[src/rtl/riscv_pkg.sv]
// Shared RV64M multiplier definitions: operation encodings, iteration count,
// FSM state type and an operand magnitude helper.
package riscv_pkg;

   typedef enum logic [1:0] {
      MUL    = 2'b00,
      MULH   = 2'b01,
      MULHSU = 2'b10,
      MULHU  = 2'b11
   } mul_op_e;

   localparam int MUL_ITERS = 64;

   typedef enum logic [1:0] {
      ST_IDLE = 2'b00,
      ST_CALC = 2'b01,
      ST_FIX  = 2'b10
   } mul_state_e;

   // Two's-complement magnitude; the most negative value maps to unsigned 2^63.
   function automatic logic [63:0] mag64(input logic [63:0] v, input logic is_neg);
      return is_neg ? (~v + 64'd1) : v;
   endfunction

endpackage

[src/rtl/mul_acc_step.sv]
// One radix-2 shift-add iteration: conditional 65-bit add of the multiplicand
// into the high half, then a one-bit right shift of the whole accumulator with
// the adder carry entering the top of the high half.
module mul_acc_step #(
   parameter int XLEN = 64
) (
   input  logic [XLEN-1:0] i_hi,
   input  logic [XLEN-1:0] i_lo,
   input  logic [XLEN-1:0] i_mcand,
   output logic [XLEN-1:0] o_hi,
   output logic [XLEN-1:0] o_lo
);

   logic [XLEN-1:0] w_addend;
   logic [XLEN:0]   w_sum;

   assign w_addend = i_lo[0] ? i_mcand : '0;
   // Zero-extended add: bit XLEN of the sum is the true carry out.
   assign w_sum    = {1'b0, i_hi} + {1'b0, w_addend};
   assign o_hi     = w_sum[XLEN:1];
   assign o_lo     = {w_sum[0], i_lo[XLEN-1:1]};

endmodule

[src/rtl/mul_seq_64.sv]
// Sequential radix-2 multiplier for MUL/MULH/MULHSU/MULHU.
// Optional feature macro: MUL_SEQ_EARLY_EXIT_EN -- when defined, the FSM leaves
// CALC as soon as the remaining multiplier bits are all zero and realigns the
// accumulator; results are identical either way.
module mul_seq_64
   import riscv_pkg::*;
#(
   parameter int XLEN = 64
) (
   input  logic            clk,
   input  logic            rst_n,
   input  logic            start,
   input  logic            flush,
   input  logic [1:0]      op,
   input  logic [XLEN-1:0] a,
   input  logic [XLEN-1:0] b,
   output logic            busy,
   output logic            done,
   output logic [XLEN-1:0] result
);

   mul_state_e        r_state;
   mul_op_e           r_op;
   logic              r_neg;
   logic [XLEN-1:0]   r_hi;
   logic [XLEN-1:0]   r_lo;
   logic [XLEN-1:0]   r_mcand;
   logic [6:0]        r_cnt;
   logic              r_busy;
   logic              r_done;
   logic [XLEN-1:0]   r_result;

   logic              w_a_sgn;
   logic              w_b_sgn;
   logic [XLEN-1:0]   w_hi_next;
   logic [XLEN-1:0]   w_lo_next;
   logic [2*XLEN-1:0] w_prod;
   logic [2*XLEN-1:0] w_p;

   // Only MULH/MULHSU treat rs1 as signed; only MULH treats rs2 as signed.
   assign w_a_sgn = ((op == MULH) || (op == MULHSU)) && a[XLEN-1];
   assign w_b_sgn = (op == MULH) && b[XLEN-1];

   mul_acc_step #(.XLEN(XLEN)) u_step (
      .i_hi    (r_hi),
      .i_lo    (r_lo),
      .i_mcand (r_mcand),
      .o_hi    (w_hi_next),
      .o_lo    (w_lo_next)
   );

   assign w_prod = {r_hi, r_lo};
   assign w_p    = r_neg ? (~w_prod + {{(2*XLEN-1){1'b0}}, 1'b1}) : w_prod;

`ifdef MUL_SEQ_EARLY_EXIT_EN
   logic [6:0]        w_n;
   logic [6:0]        w_skip;
   logic              w_rest_zero;
   logic [2*XLEN-1:0] w_realign;

   // After w_n iterations the low XLEN-w_n bits of lo still hold multiplier bits.
   assign w_n         = r_cnt + 7'd1;
   assign w_rest_zero = ((w_lo_next << w_n) == '0);
   assign w_skip      = 7'(MUL_ITERS) - w_n;
   assign w_realign   = {w_hi_next, w_lo_next} >> w_skip;
`endif

   // Control FSM, iteration counter and accumulator; flush beats everything.
   always_ff @(posedge clk or negedge rst_n) begin
      if (!rst_n) begin
         r_state  <= ST_IDLE;
         r_op     <= MUL;
         r_neg    <= 1'b0;
         r_hi     <= '0;
         r_lo     <= '0;
         r_mcand  <= '0;
         r_cnt    <= '0;
         r_busy   <= 1'b0;
         r_done   <= 1'b0;
         r_result <= '0;
      end else begin
         r_done <= 1'b0;
         if (flush) begin
            r_state <= ST_IDLE;
            r_busy  <= 1'b0;
         end else begin
            case (r_state)
               ST_IDLE: begin
                  if (start) begin
                     r_op    <= mul_op_e'(op);
                     r_neg   <= w_a_sgn ^ w_b_sgn;
                     r_mcand <= mag64(a, w_a_sgn);
                     r_lo    <= mag64(b, w_b_sgn);
                     r_hi    <= '0;
                     r_cnt   <= '0;
                     r_busy  <= 1'b1;
                     r_state <= ST_CALC;
                  end
               end
               ST_CALC: begin
                  r_cnt <= r_cnt + 7'd1;
`ifdef MUL_SEQ_EARLY_EXIT_EN
                  if (w_rest_zero) begin
                     {r_hi, r_lo} <= w_realign;
                     r_state      <= ST_FIX;
                  end else begin
                     r_hi <= w_hi_next;
                     r_lo <= w_lo_next;
                  end
`else
                  r_hi <= w_hi_next;
                  r_lo <= w_lo_next;
                  if (r_cnt == 7'(MUL_ITERS - 1)) begin
                     r_state <= ST_FIX;
                  end
`endif
               end
               ST_FIX: begin
                  r_result <= (r_op == MUL) ? w_p[XLEN-1:0] : w_p[2*XLEN-1:XLEN];
                  r_done   <= 1'b1;
                  r_busy   <= 1'b0;
                  r_state  <= ST_IDLE;
               end
               default: begin
                  r_state <= ST_IDLE;
                  r_busy  <= 1'b0;
               end
            endcase
         end
      end
   end

   assign busy   = r_busy;
   assign done   = r_done;
   assign result = r_result;

endmodule

[config.mk]
export PLATFORM = sky130hd
export DESIGN_NAME = mul_seq_64
export DESIGN_NICKNAME = d
export VERILOG_FILES = /design/src/rtl/riscv_pkg.sv /design/src/rtl/mul_acc_step.sv /design/src/rtl/mul_seq_64.sv
export SDC_FILE = /design/constraint.sdc
export NUM_CORES = 1
export LEC_CHECK = 0
export ABC_AREA = 1
export BUFFER_PORTS_ARGS = -buffer_cell sky130_fd_sc_hd__buf_2
export CORE_UTILIZATION = 50
export DETAILED_ROUTE_END_ITERATION = 8
export GPL_ROUTABILITY_DRIVEN = 0
export GPL_TIMING_DRIVEN = 1
export HOLD_SLACK_MARGIN = 0.08
export MAX_ROUTING_LAYER = met4
export PLACE_DENSITY = 0.68
export SLEW_MARGIN = 10
export SYNTH_ARGS = -nofsm -noshare
export SYNTH_HDL_FRONTEND = slang
export SYNTH_SLANG_ARGS = --single-unit
[constraint.sdc]
create_clock -name clk -period 4.68 [get_ports clk]
set_clock_uncertainty 0.1 [all_clocks]
set_input_delay 0.702 -clock clk [delete_from_list [all_inputs] [get_ports clk]]
set_output_delay 0.702 -clock clk [all_outputs]
set_load 0.02 [all_outputs]
==> results.json, run 1 <==
{
  "start_kind": "register",
  "endpoint_kind": "register",
  "tightest_slew_ns": 1.00,
  "p_leak_nw": 14.7,
  "htree_levels": 2,
  "die_area_um2": 52700,
  "ant_nets": 0,
  "area_delta_synth_final_pct": 10.7,
  "p_total_mw": 14.9,
  "critPathRequiredTime_ns": 5.05,
  "mostFrequentLayoutCells": "nand2_1, nor2_1, inv_1",
  "cap_violations": 0,
  "cpPeakStageDelay_ns": 0.95,
  "syn_nets": 4664,
  "period_needed_ns": 3.41,
  "ir_drop_v": 0.000361,
  "worstPathCellList": "nand2_1 -> inv_1 -> ha_1 -> inv_1 -> fa_1 -> inv_1 -> nand2_1 -> o21ai_1 -> nand2_1 -> nand2_1 -> nand2_1 -> nand2_1 -> nand2_1 -> nand2_1 -> nand2_1 -> nand2_1 -> nand2_1 -> nand3_1 -> nand2_1",
  "critPathKind": "register to register",
  "cp_max_fo": 53,
  "cp.arrival_ns": 3.77,
  "grt_pass1_vias": 27500,
  "slew_headroom": 0.333,
  "fin_crit_sh": 0.728,
  "drive_above_1_share": 0.0883,
  "dieWidth_um": 230,
  "setup-tns-final_ns": 0,
  "nFillCells": 5424,
  "synthFlopType": "dfrtp_1",
  "layout_commonest_cell": "nand2_1",
  "post_drt_wl_per_cell_um": 20.3,
  "cpMostUsedCell": "nand2_1",
  "clock_sinks": 270,
  "wirelength_um": 108000,
  "num-nets-final": 4801,
  "max_freq_mhz": 294,
  "hp-class": "primary input to asynchronous set/reset pin",
  "cts_buffers": 35,
  "grt_max_degree": 161,
  "placedCellCount": 5240,
  "synth_edf_count": 0,
  "critical_path.slowest_cell": "dfrtp_2",
  "core-area_um2": 51300,
  "fin_ws_ns": 1.27,
  "start_util": 0.505,
  "hpwl_um": 86400,
  "syn_area_per_cell_um2": 5.81,
  "clockBufferDepth": 3,
  "setup_viol": 0,
  "utilization": 0.559,
  "cts_resized": 0,
  "cts_tree": "yes",
  "gr-total-overflow": 0,
  "seq_area_frac_synth": 0.261,
  "dr.pass1.iters": 9,
  "clk_latency_ns": 0.58,
  "grt_util_all_layers": 0.417,
  "vias_per_cell": 5.78,
  "grt_pass1_wl_um": 163000,
  "portBuffers": 199,
  "netlist_area_um2": 25900,
  "placementRows": 83,
  "status": "finished with violations",
  "failed_checks": "design-rule violations",
  "ys_seq_elements": 270,
  "synth_cell_types": 54,
  "netlist_instances": 4460,
  "drtIter0Drc": 4248,
  "path_clk_slew_ns": 0.06,
  "stdcell_area_um2": 28700,
  "p_per_area_nw_per_um2": 520,
  "post-cts-setup-buffers": 0,
  "pre_cts_slack_ns": 1.32,
  "ctsHoldBuffers": 0,
  "place_area_um2": 27500,
  "hold_ws_ns": 0.0705,
  "vias": 30600,
  "antenna_found_initial": 4,
  "drc": 2,
  "slew_viol_final": 0,
  "synthArstFlopShare": 1.00,
  "die_h_um": 230,
  "stdcell_count": 5303,
  "rsz0062_at_grt": "no",
  "hold_viol": 0,
  "yosysWarningCount": 0,
  "root_buffer": "clkbuf_16",
  "io_pins": 200
}
[worst max-delay path, delay by kind of cell (launching register included)]
| kind | cells | cell delay [ns] |
|---|---|---|
| DFF | 1 | 0.95 |
| AOI/OAI and AO/OA | 1 | 0.28 |
| adders and majority gates | 2 | 0.54 |
| and+or+nand+nor | 13 | 1.19 |
| buffers and inverters | 3 | 0.24 |
[layer usage]
metal,GRT usage,part of all wire,vias up
li1,-,-,14700
met1,0.573,0.42,13700
met2,0.552,0.39,1933
met3,0.112,0.14,307
met4,0.215,0.059,0
met5,-,0,-
[kinds of logic (layout without fill, tap and decap cells)]
kind of cell,count (synthesis),after routing,share of synthesized area
xor+xnor,67,67,0.0226
flops,270,270,0.261
other cells,0,4,0
fa+ha+maj,70,70,0.0341
buf+inv,692,851,0.102
simple gates,2739,2739,0.445
compound gates,622,622,0.136
[sequential cells by signal (all words and copies together) (netlist names)]
register  flops
result       64
r_hi         64
r_lo         64
r_mcand      64
busy          1
r_neg         1
r_cnt         7
r_state       2
done          1
r_op          2
[cells in the mapped netlist (12+ instances only)]
cell,number,area (µm²)
a21oi_1,236,1180
a31oi_1,40,250
buf_1,20,75.1
buf_2,32,160
clkbuf_1,68,255
dfrtp_1,270,6760
ha_1,69,863
inv_1,553,2080
inv_2,16,60.1
nand2_1,1382,5190
nand2_2,22,138
nand3_1,391,1960
nand3b_1,20,150
nand4_1,85,532
nor2_1,717,2690
nor2_2,36,225
nor3_1,34,170
o21ai_0,212,1060
o21ai_1,12,60.1
o21bai_1,25,188
o221ai_1,31,272
o22ai_1,25,156
xor2_1,57,499
[layout make-up]
class	instances	area, µm²	area share
Tap cell	680	851	0.0297
Antenna cell	4	10.0	0.000349
Sequential cell	270	6760	0.236
Clock buffer	41	950	0.0331
Timing Repair Buffer	221	1210	0.0421
Inverter	571	2140	0.0747
Multi-Input combinational cell	3498	16600	0.577
Clock inverter	18	198	0.00689
[final timing paths]
path | to | cells after the start | start | slack (ns)
setup / recovery | r_hi[61] | 19 | r_lo[0] | 1.27
hold / removal | r_lo[29] | 1 | rst_n | 0.07
setup reg to reg | r_hi[61] | 19 | r_lo[0] | 1.27
hold reg to reg | r_cnt[6] | 1 | r_cnt[6] | 0.35
max in group asynchronous | r_hi[10] | 2 | rst_n | 3.30
min in group clk | r_op[0] | 3 | op[0] | 0.25
[power by group]
group          internal, mW  switching, mW  total, mW
Sequential             2.99           1.34       4.33
Combinational          2.32           5.49       7.81
Clock                  1.62           1.15       2.77
No activity file was read; power rests on OpenSTA's default activity.
==> run 2: changes to the inputs <==
ABC_AREA = 0   (was 1)
PLACE_DENSITY = 0.72   (was 0.68)
clock period = 3.1 ns   (was 4.68 ns; I/O delays follow)
==> run 2 against run 1 <==
  * The flow finishes with violations (negative setup slack)
  * First-iteration DRC count down 21%
  * Sequential cell count unchanged
  * Total power increased by 68%
  * Area after synthesis is 21% lower
  * Die area decreased by 21%
  * Combinational power increased by 96%
  * Clock-buffer cell count grew 1
  * Via count fell by 20%
  * Critical path depth fell by 3
  * Cell count is 29% lower
==> results.json, run 2 <==
{
  "drive_above_1_share": 0.363,
  "gr-total-overflow": 0,
  "p_sw_frac": 0.462,
  "mostFrequentLayoutCells": "buf_4, nand2_1, dfrtp_1",
  "critPathRequiredTime_ns": 3.46,
  "fin_crit_sh": 1.19,
  "dieWidth_um": 204,
  "syn_area_per_cell_um2": 8.06,
  "netlist_instances": 2543,
  "cts_buffers": 30,
  "failed_checks": "negative setup slack",
  "synth_edf_count": 0,
  "wirelength_um": 89500,
  "area_delta_synth_final_pct": 45.3,
  "hpwl_um": 54900,
  "power_frac_seq": 0.230,
  "ir_drop_v": 0.000509,
  "slew_headroom": 0.448,
  "antenna_found_initial": 2,
  "cp.arrival_ns": 4.06,
  "syn_nets": 2747,
  "ys_seq_elements": 270,
  "synth.top_cell.area_share": 0.330,
  "slew_viol_final": 0,
  "hp-class": "primary input to register",
  "p_per_area_nw_per_um2": 839,
  "synth_top_area_cell": "dfrtp_1",
  "seq_area_frac_synth": 0.330,
  "max_freq_mhz": 271,
  "synthFlopType": "dfrtp_1",
  "synthTopCellsByCount": "o21ai_0, nand2_1, dfrtp_1, a21oi_1, nor2_1",
  "grt_util_all_layers": 0.385,
  "num-nets-final": 3394,
  "synthArstFlopShare": 1.00,
  "ant_nets": 0,
  "stdcell_count": 3741,
  "p_comb_frac": 0.613,
  "dr.pass1.iters": 9,
  "cts_tree": "yes",
  "vias": 24600,
  "path_clk_slew_ns": 0.06,
  "die_area_um2": 41800,
  "cap_violations": 0,
  "placementRows": 73,
  "yosysMostFrequentCell": "o21ai_0",
  "clock_sinks": 270,
  "endpoint_kind": "register",
  "p_leak_nw": 13.1,
  "grt_max_degree": 69,
  "clk_latency_ns": 0.59,
  "rsz0062_at_grt": "yes",
  "power_switching_mw": 11.5,
  "start_util": 0.511,
  "htree_levels": 1,
  "yosysWarningCount": 0,
  "hold_viol": 0,
  "post_drt_wl_per_cell_um": 23.9,
  "fin_ws_ns": -0.595,
  "synth_cell_types": 82,
  "hold_ws_ns": 0.0856,
  "grt_pass1_wl_um": 124000,
  "stdcell_area_um2": 29800,
  "critPathKind": "register to register",
  "vias_per_cell": 6.58,
  "drc": 0,
  "internal_power_mw": 13.4,
  "clockBufferDepth": 3,
  "cp_max_fo": 8,
  "netlist_area_um2": 20500,
  "clkPwrFrac": 0.158,
  "placedCellCount": 3579,
  "setup_viol": 101,
  "status": "finished with violations",
  "core-area_um2": 40100,
  "layout_commonest_cell": "buf_4",
  "grt_pass1_vias": 23000,
  "io_pins": 200,
  "portBuffers": 199,
  "synth.area.top_cells": "dfrtp_1, o21ai_0, xor2_1, nand2_1, xnor2_1",
  "die_h_um": 204,
  "tightest_slew_ns": 0.826,
  "start_kind": "register",
  "root_buffer": "clkbuf_16",
  "place_area_um2": 25400,
  "period_needed_ns": 3.69,
  "drtIter0Drc": 3337
}
==> run 2: kinds of logic (layout without fill, tap and decap cells) <==
group / count (synthesis) / count (layout) / share of synthesized area
and+or+nand+nor: 893 / 893 / 0.218
AOI/OAI and AO/OA: 806 / 806 / 0.242
xor gates and xnor gates: 292 / 292 / 0.125
DFF: 270 / 270 / 0.330
buffers and inverters: 202 / 873 / 0.0379
adders and majority gates: 70 / 70 / 0.0431
muxes: 10 / 10 / 0.00488
other: 0 / 2 / 0
==> run 2: final timing paths <==
kind,startpoint,endpoint,slack [ns],cells past startpoint
setup / recovery,r_lo[0],r_hi[56],-0.59,16
hold / removal,a[26],r_mcand[26],0.09,3
setup reg to reg,r_lo[0],r_hi[56],-0.59,16
hold reg to reg,r_cnt[6],r_state[1],0.37,1
max in group asynchronous,rst_n,r_cnt[1],1.71,3
min in group asynchronous,rst_n,done,0.35,2
==> run 2: final cells by class <==
| type | count | area (µm²) |
|---|---|---|
| Tap cell | 525 | 657 |
| Fill cell | 2618 | 10300 |
| Timing Repair Buffer | 766 | 5760 |
| Sequential cell | 270 | 6760 |
| Multi-Input combinational cell | 2071 | 15300 |
| Clock inverter | 14 | 214 |
| Inverter | 51 | 196 |
| Antenna cell | 2 | 5.00 |
| Clock buffer | 42 | 867 |
==> run 2: layer usage <==
metal	routed length, µm	share of wire	vias to the layer above	track usage
li1	-	-	10500	-
met4	6560	0.073	0	0.181
met2	38900	0.43	2050	0.595
met1	32800	0.37	11500	0.492
met3	11200	0.13	645	0.0660
met5	0	0	-	-
==> run 2: through the flow <==
stage	power [mW]	worst slack (ns)	utilization	setup TNS (ns)
2_1_floorplan	11.5	-0.295	-	-3.62
3_3_place_gp	16.4	-0.403	0.633	-19.87
3_5_place_dp	16.8	-0.405	0.633	-23.67
4_1_cts	22.3	-0.350	0.712	-11.36
5_1_grt	25.7	-0.623	0.743	-31.43
6_report	25.0	-0.595	0.743	-26.45
==> run 2: critical path: stages, from the launching register on <==
cell     delay (ns)
dfrtp_2        0.47
buf_12         0.17
buf_12         0.14
and2_4         0.14
ha_4           0.31
buf_6          0.11
nand4_1        0.19
o41ai_2        0.50
buf_4          0.20
or3_4          0.14
o31ai_2        0.06
buf_4          0.18
buf_12         0.13
a21oi_4        0.17
o21ai_2        0.08
a21o_1         0.19
a32o_1         0.28
==> run 2: what timing repair did <==
action / in CTS / in global routing
gates resized for setup: 323 / 220
hold buffers: 6 / 0
endpoints found under the hold margin: 66 / 0
setup buffers: 70 / 43
pin swaps: 100 / 141
setup endpoints to repair: 87 / 111
cloned: 4 / 1
==> run 2: power by group through the flow <==
stage / Clock, mW / Combinational [mW] / Sequential (mW)
2_1_floorplan: 0 / 6.09 / 5.39
3_3_place_gp: 0 / 11.0 / 5.40
5_1_grt: 4.10 / 15.9 / 5.78
6_report: 3.93 / 15.3 / 5.74
3_5_place_dp: 0 / 11.3 / 5.46
4_1_cts: 3.94 / 12.9 / 5.53
